--- src/rtl/ysyx_24080014_pc_pkg.sv ---
// Shared types and helpers for the IFU PC generator.
package ysyx_24080014_pc_pkg;

  typedef enum logic [0:0] {
    IDLE = 1'b0,
    RUN  = 1'b1
  } state_t;

  // Width of the outstanding-fetch counter (covers MAX_INFLIGHT up to 7).
  localparam int INFL_W = 3;

  // Mask that clears the sub-instruction offset bits of an address.
  function automatic logic [63:0] align_mask(input int unsigned inst_bytes);
    return ~(64'(inst_bytes) - 64'd1);
  endfunction

endpackage

--- src/rtl/ysyx_24080014_pc_hist.sv ---
// Commit-PC history ring buffer. Index 0 reads the newest entry; the read
// port is registered, so data follows hist_idx by one cycle.
module ysyx_24080014_pc_hist #(
  parameter int XLEN  = 32,
  parameter int DEPTH = 8,
  parameter int IW    = $clog2(DEPTH)
) (
  input  logic            clk,
  input  logic            rst,
  input  logic            wr_en,
  input  logic [XLEN-1:0] wr_data,
  input  logic [IW-1:0]   rd_idx,
  output logic [XLEN-1:0] rd_data
);

  logic [XLEN-1:0] mem [DEPTH];
  logic [IW-1:0]   wptr;

  // Write at wptr (wraps naturally), read relative to the newest entry.
  always_ff @(posedge clk or posedge rst) begin
    if (rst) begin
      for (int i = 0; i < DEPTH; i++) mem[i] <= '0;
      wptr    <= '0;
      rd_data <= '0;
    end else begin
      if (wr_en) begin
        mem[wptr] <= wr_data;
        wptr      <= wptr + IW'(1);
      end
      rd_data <= mem[wptr - IW'(1) - rd_idx];
    end
  end

endmodule

--- src/rtl/ysyx_24080014_pc_gen.sv ---
// IFU front-end PC generator: sequential fetch with bounded in-flight count,
// epoch-tagged redirects (trap > taken commit > sequential), commit pulse.
// Optional commit history buffer is built when YSYX_PC_HIST_EN is defined.
module ysyx_24080014_pc_gen
  import ysyx_24080014_pc_pkg::*;
#(
  parameter int              XLEN         = 32,
  parameter logic [XLEN-1:0] RESET_VEC    = 32'h8000_0000,
  parameter int              INST_BYTES   = 4,
  parameter int              MAX_INFLIGHT = 2,
  parameter int              HIST_DEPTH   = 8
) (
  input  logic                          clk,
  input  logic                          rst,
  input  logic                          boot_en,
  output logic                          pc_valid,
  input  logic                          pc_ready,
  output logic [XLEN-1:0]               pc,
  output logic                          pc_epoch,
  input  logic                          cmt_valid,
  input  logic                          cmt_epoch,
  input  logic [XLEN-1:0]               cmt_pc,
  input  logic                          cmt_taken,
  input  logic [XLEN-1:0]               cmt_next_pc,
  input  logic                          trap_valid,
  input  logic [XLEN-1:0]               trap_pc,
  output logic                          flush,
  output logic [INFL_W-1:0]             inflight,
  output logic                          cmt_pulse,
  output logic                          err,
  input  logic [$clog2(HIST_DEPTH)-1:0] hist_idx,
  output logic [XLEN-1:0]               hist_pc
);

  localparam logic [XLEN-1:0]   MASK = XLEN'(align_mask(INST_BYTES));
  localparam logic [XLEN-1:0]   INC  = XLEN'(INST_BYTES);
  localparam logic [INFL_W-1:0] MAXI = INFL_W'(MAX_INFLIGHT);

  state_t            state;
  logic [XLEN-1:0]   pc_r;
  logic              epoch_r;
  logic [INFL_W-1:0] infl_r, infl_nxt;
  logic              flush_r, pulse_r, err_r;

  logic            fire, cmt_acc, cmt_ok, cmt_bad, redirect, misalign;
  logic [XLEN-1:0] target;

  // pc_valid depends on registers only; the flush cycle is a bubble.
  assign pc_valid = (state == RUN) && (infl_r < MAXI) && !flush_r;
  assign fire     = pc_valid && pc_ready;

  // A commit counts only in the current epoch; with nothing outstanding it
  // is a protocol error and has no other effect.
  assign cmt_acc  = cmt_valid && (cmt_epoch == epoch_r);
  assign cmt_ok   = cmt_acc && (infl_r != '0);
  assign cmt_bad  = cmt_acc && (infl_r == '0);
  assign redirect = trap_valid || (cmt_ok && cmt_taken);
  assign target   = trap_valid ? trap_pc : cmt_next_pc;
  assign misalign = |(target & ~MASK);

  // Outstanding-count update; a redirect discards everything in flight.
  always_comb begin
    infl_nxt = infl_r;
    if (redirect)              infl_nxt = '0;
    else if (fire && !cmt_ok)  infl_nxt = infl_r + INFL_W'(1);
    else if (!fire && cmt_ok)  infl_nxt = infl_r - INFL_W'(1);
  end

  // Boot FSM: IDLE until boot_en, then RUN until reset.
  always_ff @(posedge clk or posedge rst) begin
    if (rst)                               state <= IDLE;
    else if (state == IDLE && boot_en)     state <= RUN;
  end

  // PC, epoch and flush/pulse/error bookkeeping.
  always_ff @(posedge clk or posedge rst) begin
    if (rst) begin
      pc_r    <= RESET_VEC;
      epoch_r <= 1'b0;
      infl_r  <= '0;
      flush_r <= 1'b0;
      pulse_r <= 1'b0;
      err_r   <= 1'b0;
    end else begin
      if (redirect) begin
        pc_r    <= target & MASK;
        epoch_r <= ~epoch_r;
      end else if (fire) begin
        pc_r    <= pc_r + INC;
      end
      infl_r  <= infl_nxt;
      flush_r <= redirect;
      pulse_r <= cmt_ok;
      err_r   <= err_r | cmt_bad | (redirect && misalign);
    end
  end

  assign pc        = pc_r;
  assign pc_epoch  = epoch_r;
  assign inflight  = infl_r;
  assign flush     = flush_r;
  assign cmt_pulse = pulse_r;
  assign err       = err_r;

`ifdef YSYX_PC_HIST_EN
  ysyx_24080014_pc_hist #(
    .XLEN  (XLEN),
    .DEPTH (HIST_DEPTH)
  ) u_hist (
    .clk     (clk),
    .rst     (rst),
    .wr_en   (cmt_ok),
    .wr_data (cmt_pc),
    .rd_idx  (hist_idx),
    .rd_data (hist_pc)
  );
`else
  logic unused_hist;
  assign unused_hist = ^{hist_idx, cmt_pc};
  assign hist_pc     = '0;
`endif

endmodule

--- config.mk ---
export PLATFORM = sky130hd
export DESIGN_NAME = ysyx_24080014_pc_gen
export DESIGN_NICKNAME = d
export VERILOG_FILES = /design/src/rtl/ysyx_24080014_pc_pkg.sv /design/src/rtl/ysyx_24080014_pc_hist.sv /design/src/rtl/ysyx_24080014_pc_gen.sv
export SDC_FILE = /design/constraint.sdc
export NUM_CORES = 1
export LEC_CHECK = 0
export BUFFER_PORTS_ARGS = -buffer_cell sky130_fd_sc_hd__buf_2
export CELL_PAD_IN_SITES_DETAIL_PLACEMENT = 1
export CELL_PAD_IN_SITES_GLOBAL_PLACEMENT = 1
export CORE_UTILIZATION = 27
export CTS_CLUSTER_DIAMETER = 120
export DETAILED_ROUTE_END_ITERATION = 16
export PLACE_DENSITY = 0.89
export SYNTH_ARGS = -nofsm -noshare
export SYNTH_HDL_FRONTEND = slang
export SYNTH_HIERARCHICAL = 1
export SYNTH_SLANG_ARGS = --single-unit
--- constraint.sdc ---
create_clock -name clk -period 2.2 [get_ports clk]
set_input_delay 0 -clock clk [delete_from_list [all_inputs] [get_ports clk]]
set_output_delay 0 -clock clk [all_outputs]
set_load 0.02 [all_outputs]
Yosys cells after proc, flatten, opt, wreduce, memory -nomap -nowiden:

Index checks and enable logic that the tools add are counted.

* logic and storage cells: 42
* output and inout port bits: 72
* input port bits: 107
* flip-flop bits (word level): 40

* $add $sub $neg: 3
* multiplexer cells: 6
* order comparisons: 1
* equality and inequality tests: 1
* bitwise operators: 4
* reductions and logical operators: 20

Operators by type and width (count)
* $mux W32: 3
* $add A32 B3 Y32 const B: 1
* $logic_and A1 B1 Y1: 11
* $mux W3: 3
* $reduce_bool A3 Y1: 2
* $add A3 B1 Y3 const B: 1
* $logic_not A1 Y1: 3
* $logic_not A3 Y1: 1
* $lt A3 B2 Y1 const B: 1
* $sub A3 B1 Y3 const B: 1
* $not A1 Y1: 2
* $or A1 B1 Y1: 2
* $reduce_bool A2 Y1: 1
* $reduce_or A2 Y1: 1
* $eq A1 B1 Y1: 1
* $logic_or A1 B1 Y1: 1

Logic depth before layout (Yosys ltp):

* depth in word-level cells: 9
* mapped depth: 7
* mapped depth without buffers: 7

Least setup slack after synthesis:

No wires, ideal clock.

* kind: register to register
* start: reg infl_r[2], in the netlist inflight[2]
* end: reg infl_r[1], in the netlist inflight[1]
* arrival time: 2497 ps
* slack: -391 ps
* data required time: 2106 ps
* setup time: 94 ps
* cell stages (with the launch flop): 6
* path buffers: 0
* clock period less this slack: 2591 ps
* cells stage by stage: dfrtp_1 > nor4b_2 > nand2_1 > nor2_1 > fa_1 > a211oi_1

* longest elaborated chain between the ends: 7
* elaborated cells on any way between the ends: 15
* classes of those cells: order compare (1); mux (2); reduce/logical (12)

Ends and longest elaborated chain
* start: declaration: line ysyx_24080014_pc_gen.sv:42 `logic [INFL_W-1:0] infl_r, infl_nxt;`
* start signal: assignment: line ysyx_24080014_pc_gen.sv:91 `infl_r <= infl_nxt;`
* $lt A3 B2 Y1 *: line ysyx_24080014_pc_gen.sv:49 `assign pc_valid = (state == RUN) && (infl_r < MAXI) && !flush_r;`
* $logic_and A1 B1 Y1 * (2 in a row): line ysyx_24080014_pc_gen.sv:49
* via pc_valid: line ysyx_24080014_pc_gen.sv:16 `output logic pc_valid,`
* $logic_and A1 B1 Y1 *: line ysyx_24080014_pc_gen.sv:50 `assign fire = pc_valid && pc_ready;`
* $logic_and A1 B1 Y1 or $logic_not A1 Y1 (tied branches): line ysyx_24080014_pc_gen.sv:65, ysyx_24080014_pc_gen.sv:66
* $mux W3 or $logic_and A1 B1 Y1 (tied branches): line ysyx_24080014_pc_gen.sv:65, ysyx_24080014_pc_gen.sv:66
* $mux W3 or $reduce_bool A3 Y1 (tied branches)

Mark *: on every way through the listed nets, which the timed path passes. The rest lies on a longest branch.
A chain may end at the register's enable or synchronous reset.

Final worst setup path:

* start: reg pc_r[9], in the netlist pc[9]
* end: reg pc_r[31], in the netlist pc[31]

* longest elaborated chain between the ends: 3

Ends and longest elaborated chain
* start: declaration: line ysyx_24080014_pc_gen.sv:40 `logic [XLEN-1:0] pc_r;`
* start signal: assignment: line ysyx_24080014_pc_gen.sv:86 `pc_r <= target & MASK;`
* start signal: assignment: line ysyx_24080014_pc_gen.sv:89 `pc_r <= pc_r + INC;`
* $add A32 B3 Y32: line ysyx_24080014_pc_gen.sv:89
* $mux W32: line ysyx_24080014_pc_gen.sv:88 `end else if (fire) begin`
* $mux W32: line ysyx_24080014_pc_gen.sv:85 `if (redirect) begin`

No other way between the ends. The select of a mux whose other input is x is not followed.

==> results_dict.tcl <==
set metrics [dict create \
    outcome "finished clean" \
    yosysWarnings 6 \
    nets 600 \
    hold_path.class "primary input to flip-flop" \
    synth-main-ff-cell "dfrtp_1" \
    finalCritPeriodShare 0.974 \
    required_ns 2.42 \
    cts.clk_slew.worst_paths_ns 0.09 \
    overflow 0 \
    core_sq_mm 0.00991 \
    ys_ff_latch 38 \
    leakagePower_nw 1.84 \
    cp_slowest_cell "or4_1" \
    reg2reg_from "pc[9]" \
    yosys-top-cells-count "dfrtp_1 (37), buf_4 (34), nand2_1 (34), nand3_1 (17), nor3_1 (17)" \
    slowest_delay_ns 0.59 \
    grt_antenna_before_repair 1 \
    vias 3104 \
    grt_pass1_wl_um 16800 \
    crit_family "simple AND/OR/NAND/NOR gates" \
    wl_per_cell_um 16.6 \
    clock_skew_ns 0.00810 \
    yosys-top-cells-area "dfrtp_1 (33%), buf_4 (9.1%), nand2_1 (4.5%)" \
    clk_latency_ns 0.30 \
    dpl.hpwl_um 7730 \
    async_reset_ff_frac 1.00 \
    worstReg2RegEnd "pc[31]" \
    peakVddDrop_uv 470 \
    cts_tree "done" \
    grt_max_degree 56 \
    cp_num_cells 5 \
    fmax_mhz 467 \
    power.total_w 0.00321 \
    via_per_inst 4.96 \
    grt_usage 0.195 \
    syn_inst 336 \
    synth.largest_area_cell "dfrtp_1" \
    io_buffer_count 109 \
    met1_usage 0.239 \
    ff2ff_path_depth 5 \
    syn_area_per_cell_sq_um 8.35 \
    crit_type "flip-flop to flip-flop" \
    drc_errors 0 \
    endpoint_kind "flip-flop" \
    gr-max-usage-layer "met2" \
    critPathMaxFanout 5 \
    synth_edf_count 0 \
    syn_to_final_growth_pct 43.4 \
    fp.dieW_um 104 \
    layout-drive-gt1-share 0.343 \
    synth_top_area_frac 0.330 \
    row_count 36 \
    crit_path_end "pc[31]" \
    cts_buffer_depth 2 \
    drtPass1Iterations 4 \
    power-per-cell-area_mw_per_mm2 799 \
    setup-tns-final_ns 0 \
    relSlewSlack 0.643 \
    grt_use_met2 0.343 \
    initial_core_util 0.283 \
    synth_cell_types 58 \
    fin_crit_ns 2.14 \
    wl_um 10400 \
    hold_viol_final 0 \
    design.die.area_sq_mm 0.0108 \
    slew_viol_final 0 \
    max_cap_viol_count 0 \
    place.gp.congestion 0.842 \
    crit_path_cell_trace "nand4_1, or4_1, or4_4, a31o_1, a32oi_1" \
    drt_iter0_drc 128 \
    cts.sinks 38 \
    grtUsageMet3 0.0420 \
    ys_seq_area_frac 0.339 \
    syn_area_sq_mm 0.00281 \
    ant_nets 0 \
    synth.most_common_cell "dfrtp_1" \
    startpoint "pc[9]" \
    critPathLaunchType "flip-flop" \
    rrSetupSlack_ns 0.06 \
    cp.arrival_ns 2.37 \
    tightest_slew_ns 0.536 \
    die_h_um 104 \
    grt_pass1_vias 3277 \
    setup_violations 0 \
    htree_levels 2 \
    cts-root-buf "clkbuf_8" \
    ios 179 \
    numCtsBuffers 5 \
    cp_num_buf_inv 0 \
]
power by group:
group	switching [W]	internal, W
combinational	0.000861	0.000583
sequential	0.000187	0.000851
clock	0.000277	0.000455
total	0.00132	0.00189
repair_timing:
action                     4_1_cts  5_1_grt
hold endpoints to repair        61        0
setup endpoints to repair        0        7
buffers inserted                 0        2
hold buffers                    29        0
resized for setup                0        8
tightest hold or removal path, cell delays in order:
cell and delay, ns:
buf_2 0.08, mux2i_1 0.05, o21ai_0 0.15
layout make-up:
type                            instances  area, sq um
Fill cell                            1237         5890
Multi-Input combinational cell        264         1630
Timing Repair Buffer                  168         1070
Sequential cell                        38          963
Tap cell                              133          166
Clock buffer                            5         68.8
Clock inverter                          3         68.8
Inverter                               14         52.6
Antenna cell                            1         2.50
how the worst min path moves through the flow:
stage,start,endpoint,slack [ns],cells after the start
4_1_cts,cmt_next_pc[31],pc[31],0.002,3
3_3_place_gp,rst,pc[19],0.17,3
3_5_place_dp,rst,pc[16],0.17,3
2_1_floorplan,boot_en,state,0.11,1
5_1_grt,cmt_next_pc[31],pc[31],0.009,3
6_report,cmt_next_pc[2],pc[2],0.01,3
sequential cells by signal, summed over array words and instances (netlist names):
| signal | flops |
|---|---|
| pc | 30 |
| inflight | 3 |
| cmt_pulse | 1 |
| pc_epoch | 1 |
| flush | 1 |
| err | 1 |
| state | 1 |
placed cells by master (no fill, tap or decap), types with 6 or more instances in the layout:
master	netlist	layout
nor2_1	16	15
xnor2_1	13	13
dfrtp_2	0	9
nor3_1	17	16
o21ai_0	12	12
nand4_1	11	11
buf_4	34	29
dfrtp_1	37	28
xor2_1	6	6
nand3_1	17	17
buf_2	1	109
conb_1	1	34
inv_1	14	14
a21oi_1	8	8
o31ai_1	8	8
and3_1	6	6
nand2_1	34	33
dlygate4sd3_1	0	29
cell families (layout without fill, tap and decap cells):
family                     after synthesis  in the layout  synth area share
AOI/OAI and AO/OA                       74             74             0.190
buffers and inverters                   67            190             0.136
other                                    1             35           0.00134
DFF                                     38             38             0.339
xor gates and xnor gates                19             19            0.0593
and+or+nand+nor                        132            132             0.252
muxes                                    3              3            0.0107
adders and majority gates                2              2            0.0116
per-stage QoR:
stage	hold WS (ns)	utilization	area (sq um)	setup WS [ns]	std cells
floorplan	0.109	-	2960	0.00319	369
global placement	0.165	0.359	3550	0.126	586
detailed placement	0.166	0.359	3550	0.0260	586
CTS	0.00176	0.402	3980	0.0254	623
global route	0.00922	0.406	4020	-0.0201	626
finish	0.0105	0.406	4020	0.0577	626
layer usage:
layer,part of all wire,vias up
met3,0.062,19
met2,0.50,125
met4,0.021,0
li1,-,1468
met1,0.42,1492
met5,0,-
No activity file was read; power rests on OpenSTA's default activity.
